===== src/rtl/alu_matrix_pkg.sv =====
// Shared definitions for the 3x3 matrix ALU and its command sequencer.
// Element map: A at 0..8, B at 9..17, result at RES_BASE..RES_BASE+8.
package alu_matrix_pkg;

    localparam int         N_ELEM    = 9;
    localparam logic [4:0] RES_BASE  = 5'd18;
    localparam logic [5:0] SEL_NOP   = 6'h00;
    localparam logic [5:0] SEL_LOAD  = 6'h3F;
    localparam int         UNARY_BIT = 4;

    typedef enum logic [2:0] {
        ST_IDLE,
        ST_LOAD,
        ST_COMPUTE,
        ST_RADDR,
        ST_RCAP,
        ST_RSEND
    } seq_state_e;

    // NOP and LOAD are reserved for the sequencer itself and cannot be compute ops.
    function automatic logic op_is_illegal(input logic [5:0] op);
        return (op == SEL_NOP) || (op == SEL_LOAD);
    endfunction

endpackage


===== src/rtl/alu_matrix_seq_rdbuf.sv =====
// Result output register: captures one ALU element and holds it with
// valid/last until the consumer takes it.
module alu_matrix_seq_rdbuf #(
    parameter int DATA_W = 32
) (
    input  logic              clk,
    input  logic              reset,
    input  logic              cap,
    input  logic [DATA_W-1:0] cap_data,
    input  logic              cap_last,
    input  logic              out_ready,
    output logic              out_valid,
    output logic [DATA_W-1:0] out_data,
    output logic              out_last
);

    // Load on capture, drop valid/last once the handshake completes.
    always_ff @(posedge clk or posedge reset) begin
        if (reset) begin
            out_valid <= 1'b0;
            out_data  <= '0;
            out_last  <= 1'b0;
        end else if (cap) begin
            out_valid <= 1'b1;
            out_data  <= cap_data;
            out_last  <= cap_last;
        end else if (out_valid && out_ready) begin
            out_valid <= 1'b0;
            out_last  <= 1'b0;
        end
    end

endmodule


===== src/rtl/alu_matrix_seq.sv =====
// Command sequencer for the 3x3 matrix ALU: loads operands, runs the op for a
// fixed number of cycles, then streams the 9 result elements out.
// Optional build macro ALU_MATRIX_SEQ_UNARY_EN: ops with cmd_op[4] set load A only.
//
// state      | meaning
// -----------+---------------------------------------------------------
// ST_IDLE    | waiting for a command; illegal ops pulse err
// ST_LOAD    | writing operand elements into the ALU, one per handshake
// ST_COMPUTE | holding the op on alu_sel for COMPUTE_CYCLES cycles
// ST_RADDR   | presenting result address RES_BASE+k
// ST_RCAP    | capturing alu_ele_out into the output register
// ST_RSEND   | holding the result until out_ready
import alu_matrix_pkg::*;

module alu_matrix_seq #(
    parameter int DATA_W         = 32,
    parameter int COMPUTE_CYCLES = 4
) (
    input  logic              clk,
    input  logic              reset,
    input  logic              cmd_valid,
    output logic              cmd_ready,
    input  logic [5:0]        cmd_op,
    input  logic              in_valid,
    output logic              in_ready,
    input  logic [DATA_W-1:0] in_data,
    output logic              out_valid,
    input  logic              out_ready,
    output logic [DATA_W-1:0] out_data,
    output logic              out_last,
    output logic              err,
    output logic              busy,
    output logic [4:0]        alu_ele_sel,
    output logic [5:0]        alu_sel,
    output logic [DATA_W-1:0] alu_ele_in,
    input  logic [DATA_W-1:0] alu_ele_out
);

    localparam int              CYC_W    = $clog2(COMPUTE_CYCLES + 1);
    localparam logic [CYC_W-1:0] CYC_LOAD = CYC_W'(COMPUTE_CYCLES - 1);
    localparam logic [4:0]      K_LAST   = 5'(N_ELEM - 1);
    localparam logic [4:0]      K_LAST2  = 5'(2 * N_ELEM - 1);

    seq_state_e       state, state_nxt;
    logic [4:0]       k, k_nxt;
    logic [CYC_W-1:0] cyc, cyc_nxt;
    logic [5:0]       op_q, op_nxt;
    logic             err_nxt;
    logic             cap;
    logic             unary;
    logic             load_last;

`ifdef ALU_MATRIX_SEQ_UNARY_EN
    assign unary = op_q[UNARY_BIT];
`else
    assign unary = 1'b0;
`endif

    assign load_last = (k == (unary ? K_LAST : K_LAST2));

    // State, element index, compute down-counter, latched op and err pulse.
    always_ff @(posedge clk or posedge reset) begin
        if (reset) begin
            state <= ST_IDLE;
            k     <= '0;
            cyc   <= '0;
            op_q  <= SEL_NOP;
            err   <= 1'b0;
        end else begin
            state <= state_nxt;
            k     <= k_nxt;
            cyc   <= cyc_nxt;
            op_q  <= op_nxt;
            err   <= err_nxt;
        end
    end

    // Next-state and ALU bus drive; ALU writes happen only in the handshake cycle.
    always_comb begin
        state_nxt   = state;
        k_nxt       = k;
        cyc_nxt     = cyc;
        op_nxt      = op_q;
        err_nxt     = 1'b0;
        cap         = 1'b0;
        cmd_ready   = 1'b0;
        in_ready    = 1'b0;
        busy        = 1'b1;
        alu_sel     = SEL_NOP;
        alu_ele_sel = '0;
        alu_ele_in  = '0;
        case (state)
            ST_IDLE: begin
                cmd_ready = 1'b1;
                busy      = 1'b0;
                if (cmd_valid) begin
                    op_nxt = cmd_op;
                    k_nxt  = '0;
                    if (op_is_illegal(cmd_op)) err_nxt   = 1'b1;
                    else                       state_nxt = ST_LOAD;
                end
            end
            ST_LOAD: begin
                in_ready    = 1'b1;
                alu_ele_sel = k;
                if (in_valid) begin
                    alu_sel    = SEL_LOAD;
                    alu_ele_in = in_data;
                    if (load_last) begin
                        k_nxt     = '0;
                        cyc_nxt   = CYC_LOAD;
                        state_nxt = ST_COMPUTE;
                    end else begin
                        k_nxt = k + 5'd1;
                    end
                end
            end
            ST_COMPUTE: begin
                alu_sel = op_q;
                if (cyc == '0) state_nxt = ST_RADDR;
                else           cyc_nxt   = cyc - CYC_W'(1);
            end
            ST_RADDR: begin
                alu_ele_sel = RES_BASE + k;
                state_nxt   = ST_RCAP;
            end
            ST_RCAP: begin
                alu_ele_sel = RES_BASE + k;
                cap         = 1'b1;
                state_nxt   = ST_RSEND;
            end
            ST_RSEND: begin
                alu_ele_sel = RES_BASE + k;
                if (out_ready) begin
                    if (k == K_LAST) begin
                        k_nxt     = '0;
                        state_nxt = ST_IDLE;
                    end else begin
                        k_nxt     = k + 5'd1;
                        state_nxt = ST_RADDR;
                    end
                end
            end
            default: state_nxt = ST_IDLE;
        endcase
    end

    alu_matrix_seq_rdbuf #(.DATA_W(DATA_W)) u_rdbuf (
        .clk       (clk),
        .reset     (reset),
        .cap       (cap),
        .cap_data  (alu_ele_out),
        .cap_last  (k == K_LAST),
        .out_ready (out_ready),
        .out_valid (out_valid),
        .out_data  (out_data),
        .out_last  (out_last)
    );

endmodule


===== config.mk =====
export PLATFORM = sky130hd
export DESIGN_NAME = alu_matrix_seq
export DESIGN_NICKNAME = d
export VERILOG_FILES = /design/src/rtl/alu_matrix_pkg.sv /design/src/rtl/alu_matrix_seq_rdbuf.sv /design/src/rtl/alu_matrix_seq.sv
export SDC_FILE = /design/constraint.sdc
export NUM_CORES = 1
export LEC_CHECK = 0
export ABC_AREA = 1
export CORE_UTILIZATION = 37
export CTS_BUF_LIST = sky130_fd_sc_hd__clkbuf_16
export CTS_CLUSTER_DIAMETER = 50
export DETAILED_ROUTE_END_ITERATION = 7
export GPL_TIMING_DRIVEN = 0
export PLACE_DENSITY = 0.8
export SLEW_MARGIN = 25
export SYNTH_ARGS = -nofsm -noshare
export SYNTH_HDL_FRONTEND = slang
export SYNTH_SLANG_ARGS = --single-unit

===== constraint.sdc =====
create_clock -name clk -period 2.6 [get_ports clk]
set_clock_uncertainty 0.05 [all_clocks]
set_input_delay 0.78 -clock clk [delete_from_list [all_inputs] [get_ports clk]]
set_output_delay 0.78 -clock clk [all_outputs]
set_load 0.005 [all_outputs]

Word-level counts from Yosys, hierarchy flattened
Index checks and enable logic that the tools add are counted.
{"block": "totals", "reg_bits": 52, "input_bits": 75, "out_inout_bits": 81, "word_cells": 72}
{"block": "classes", "add_sub_neg": 3, "n_eq_ne": 15, "n_mux": 33, "reduce_logical": 13}
{"cell": "$mux W32", "n": 2}
{"cell": "$mux W3", "n": 9}
{"cell": "$mux W5", "n": 5}
{"cell": "$pmux W3 S6", "n": 1}
{"cell": "$pmux W5 S3", "n": 1}
{"cell": "$ne A2 B2 Y1 const B", "n": 7}
{"cell": "$pmux W6 S2", "n": 1}
{"cell": "$mux W1", "n": 10}
{"cell": "$pmux W5 S2", "n": 1}
{"cell": "$reduce_and A4 Y1", "n": 2}
{"cell": "$eq A3 B2 Y1 const B", "n": 2}
{"cell": "$eq A3 B3 Y1 const B", "n": 2}
{"cell": "$eq A6 B6 Y1 const B", "n": 1}
{"cell": "$logic_not A3 Y1", "n": 2}
{"cell": "$logic_not A6 Y1", "n": 1}
{"cell": "$mux W6", "n": 1}
{"cell": "$pmux W3 S2", "n": 1}
{"cell": "$reduce_and A6 Y1", "n": 1}
{"cell": "$add A5 B1 Y5 const B", "n": 1}
{"cell": "$add A5 B5 Y5 const A", "n": 1}
{"cell": "$eq A5 B4 Y1 const B", "n": 1}
{"cell": "$eq A5 B5 Y1 const B", "n": 1}
{"cell": "$reduce_bool A2 Y1", "n": 2}
{"cell": "$eq A3 B1 Y1 const B", "n": 1}
{"cell": "other kinds (7)", "n": 7}

Logic depth before layout (Yosys ltp)
{"block": "depth", "depth_word": 5, "depth_mapped": 10, "depth_no_buf": 10}

Cells and area by module
A second synthesis with hierarchy kept.
{"block": "hier_totals", "cells_unflattened": 402, "area_unflattened_um2": 3000.4}
{"module": "alu_matrix_seq", "instances": 1, "cells_per_inst": 257, "area_each_um2": 1637.8, "seq_area_each_um2": 450.4}
{"module": "alu_matrix_seq_rdbuf", "instances": 1, "cells_per_inst": 145, "area_each_um2": 1362.6, "seq_area_each_um2": 850.8}

Worst setup path before layout
Ideal clock, no wire load.
{"block": "synth_path", "path_type": "input-to-output", "start": "in in_valid", "end": "out alu_ele_in[10]", "arrival_ns": 1.418, "required_ns": 1.770, "path_slack_ns": 0.352, "stages": 4, "path_buffers": 2, "path_cell_list": "clkbuf_1 > clkbuf_1 > nand2_1 > nor2_1"}
{"block": "synth_via", "elab_chain_len": 2}
{"element": "from (decl)", "line": "alu_matrix_seq.sv:24", "text": "input logic in_valid,"}
{"element": "$mux W32", "line": "alu_matrix_seq.sv:106", "text": "if (in_valid) begin"}
{"element": "$mux W32", "line": "alu_matrix_seq.sv:92", "text": "case (state)"}
{"element": "to (decl)", "line": "alu_matrix_seq.sv:35", "text": "output logic [DATA_W-1:0] alu_ele_in,"}
No other way between the ends.

Final worst setup path
{"block": "layout_path", "start": "reg state[1]", "end": "out cmd_ready"}
{"block": "layout_via", "elab_chain_len": 2}
{"element": "from (decl)", "line": "alu_matrix_seq.sv:44", "text": "seq_state_e state, state_nxt;"}
{"element": "from (signal assigned)", "line": "alu_matrix_seq.sv:70", "text": "state <= state_nxt;"}
{"element": "$logic_not A3 Y1", "line": "alu_matrix_seq.sv:92"}
{"element": "$mux W1", "line": "alu_matrix_seq.sv:92"}
{"element": "to (decl)", "line": "alu_matrix_seq.sv:22", "text": "output logic cmd_ready,"}
No other way between the ends.

==> run summary <==
The run finished with clean final reports. For the worst flop-to-flop path, the logic depth is 5. The cell count after synthesis came out at 327.

Number of antenna diodes: 0. In this run the static leakage power is 2.40 nW. The count of buffers added on input and output ports is 154. For this run, the top clock speed supported by timing is 392 MHz. The endpoint identified for the worst register-to-register timing path is u_rdbuf.out_data[17]. Summing the areas of all xor and xnor instances in the mapped netlist gives 1.58% of the synthesized area. The clock transition time at the flip-flop clock pins of the worst setup and hold paths is 0.07 ns. The required time reported for the critical path endpoint is 1.77 ns, and the count of routing violations after the opening detailed-route iteration is 162. In the post-synthesis netlist, the biggest area contributors are dfrtp_1 (47%), mux2_2 (15%), nand2_1 (13%), nor2_1 (6.6%), nand3_1 (3.4%). The detail route stage leaves a number of antenna-violating nets equal to 0. For this configuration, the core starts out at a cell density of 38.3%. The most critical setup path has its startpoint at state[1]. The logs give 2780 um2 for the netlist area before placement and 21 for the number of distinct standard cells referenced by the synthesized netlist.

The endpoint arrival time on the critical path was 1.72 ns. The largest single stage delay on the critical path is 0.51 ns. Summing the areas of all fa, ha and maj instances in the mapped netlist gives 2.70% of the synthesized area. After detailed routing, the met3 layer carries 991 um of wire. The fraction of the yosys area taken by sequential cells was 46.8%. Buffers inserted during clock tree synthesis total 5. Summing all multi-input logic gate instances after layout gives 1360 um2. The worst-case IR drop observed on VDD is 619 uV.

The final critical path takes up 98.2% of the cycle. For the total nets after synthesis, the log shows 408. The initial antenna violation count was 0; the routed wirelength normalized by instance count was 13.1 um. Compound-gate portion of the synthesized area: 2.79%. TritonCTS built the clock tree. The critical path depth in cells came out at 5. The main combinational cell family by area after synthesis is simple AND/OR/NAND/NOR gates. The die is 88.7 um wide. The path class of the tightest hold or removal check is reg -> reg. The first detailed-routing pass took 4 iterations. The setup path with the least slack is of type reg -> out. Leaving out fill and tap cells, the most frequent cells in the layout are clkdlybuf4s50_1 (111), nand2_1 (90), dfrtp_1 (49). For the max-cap check violation count, the log shows 0. The biggest area contributor in the post-synthesis netlist is dfrtp_1.

The insertion delay to the later sink of the worst-skew pair was 0.28 ns; the top cell type's share of synthesized area was 46.8%. The most critical setup path has its endpoint at cmd_ready. In this run the core area contains 31 standard-cell rows. The floorplan step defined a die boundary enclosing 7870 um2. STA classifies the critical path startpoint as a flip-flop.

Maximum number of pins on one net before global-route repair: 53. Across all hold checks on the routed design, the worst slack comes to 0.453 ns. The clock passes through at most 2 buffers.

The routed design could run at a clock period as short as 2.55 ns. For the pin with the worst max-slew slack, the measured transition is 0.625 ns. The root buffer selected by CTS is clkbuf_16.

The filler cells instantiated in the layout total 625. The routed design uses 3950 um of met2 wire. The reg-to-reg startpoint was state[1]. Area of the placeable core: 7250 um2. In this run the count of I/O pins placed on the die edge is 156. The final hold violation count was 0. The buffers plus inverters on the worst setup path is 3. Walking the worst path, the cells encountered are buf_4 -> nor2_4 -> nand2_2 -> inv_2 -> clkdlybuf4s50_1.

The final route contains 2,828 vias. The layout cell share with drive strength beyond 1 is 19.6%, and the setup total negative slack is 0 ns. Global routing used 19.4% of the available tracks. The simple-gate portion of the synthesized area was 25.0%. Global routing finished with a remaining overflow of 0. The multiplexer share of the synthesized area came out at 15.4%. Across all register-to-register paths, the minimum setup slack is 0.97 ns.

The number of setup violations in the final report was 0. For this design, the sink count on the clock tree is 52. The worst setup path is captured at a primary output. On the critical path the largest part of the delay comes from buffers and inverters. The via count of the first global-routing pass came out at 2,706. The via-per-instance ratio works out to 4.71. The first global-routing pass estimated 11,800 um of wire. For this design the ratio of total power to cell area is 914 nW/um2. After synthesis the netlist holds a flip-flop and latch count of 52.

Among all stages on the critical path, the largest delay is contributed by clkdlybuf4s50_1. The global placer's final weighted congestion was 0.884; the vertical die dimension was 88.7 um. The detailed router put a total of 2830 um of wire on met1. For the count of H-tree levels built during CTS, the log shows 2.

Setup repair after global routing could not meet its margin everywhere. The count of hold buffers inserted by post-cts repair is 0, and the final instance count without filler cells is 600. Relative to the synthesized area, the layout overhead comes to 70.5%. The startpoint identified for the worst hold timing path is u_rdbuf.out_data[12].

The run gives 0 as the number of design rule violations left after detail routing. Headroom to the max-slew limit came out at 58.3%. The sequential cells in the finished layout cover a total of 1310 um2. Wires add up to 7880 um. The number of max-slew violations in the final report came out at 0. Leaving out fill and tap cells, the most frequent cell in the layout is clkdlybuf4s50_1.

The net count of the finished layout is 581. The highest routing layer actually used was met4. The Yosys step of the flow raised 0 warnings.

For the half-perimeter wire length of the detailed placement result, the log shows 6060 um. The largest fanout of any net on the critical path works out to 4. The mean cell area of the mapped netlist was 8.50 um2. The number of placed instances, taps included, is 580.
==> per-stage QoR <==
stage / util [%] / setup WS, ns / area (um2) / power [mW]
after detailed placement: 61.3 / -0.378 / 4450 / 3.52
after CTS: 64.1 / 0.000479 / 4650 / 4.28
after floorplan: - / 0.352 / 2780 / 2.30
after global placement: 61.3 / -0.435 / 4450 / 3.44
final: 65.3 / 0.0461 / 4740 / 4.33
after global routing: 65.3 / -0.0149 / 4740 / 4.62
==> state kept, by name (all words and copies together), names as in the netlist <==
signal,flops
state,3
k,5
op_q,6
u_rdbuf.out_data,32
err,1
u_rdbuf.out_last,1
u_rdbuf.out_valid,1
cyc,3
==> where the power goes <==
group | total, mW | switching (mW) | internal, mW
Sequential | 1.36 | 0.194 | 1.16
Combinational | 2.25 | 0.933 | 1.32
Clock | 0.721 | 0.272 | 0.449
==> cells by family after synthesis <==
logic type | Yosys count
AO/OA/AOI/OAI | 15
XOR/XNOR | 5
adder cells (fa/ha/maj) | 6
buffers and inverters | 40
flip-flops | 52
multiplexers | 38
AND/OR/NAND/NOR | 171
==> synth_stat cells, drive strengths merged <==
cell and number:
inv 26, xor2 4, nand2 96, xnor2 1
clkbuf 6, o21ai 9, dfrtp 52, buf 7
nand4 4, mux2 38, nand3 19, nor2 52
clkinv 1, a21oi 4, ha 6, o22ai 2
==> routing by layer <==
layer	up-vias	GRT usage, %
met5	-	0
met4	0	6.01
met3	11	8.12
met2	142	36.2
met1	1295	19.4
li1	1380	-
==> how the worst min path moves through the flow <==
stage	cells after the start	endpoint	slack, ns
after floorplan	1	op_q[0]	0.43
after global placement	1	u_rdbuf.out_data[25]	0.44
after detailed placement	1	u_rdbuf.out_data[12]	0.44
after CTS	1	u_rdbuf.out_data[12]	0.46
after global routing	1	u_rdbuf.out_data[30]	0.47
final	1	u_rdbuf.out_data[12]	0.45
==> repair_timing <==
item / CTS / global route
endpoints found under the setup margin: 43 / 14
pin swaps: 2 / 2
buffers inserted: 6 / 7
gates resized for setup: 61 / 12
==> area by class of cell <==
type	instances	share of cell area (%)
multi-input combinational	235	28.7
clock inverter	3	0.818
buffer	12	1.56
clock buffer	5	2.64
timing repair buffer	167	33.8
tap	99	2.61
sequential	52	27.5
inverter	27	2.24
Power figures use the tool's default switching activity.
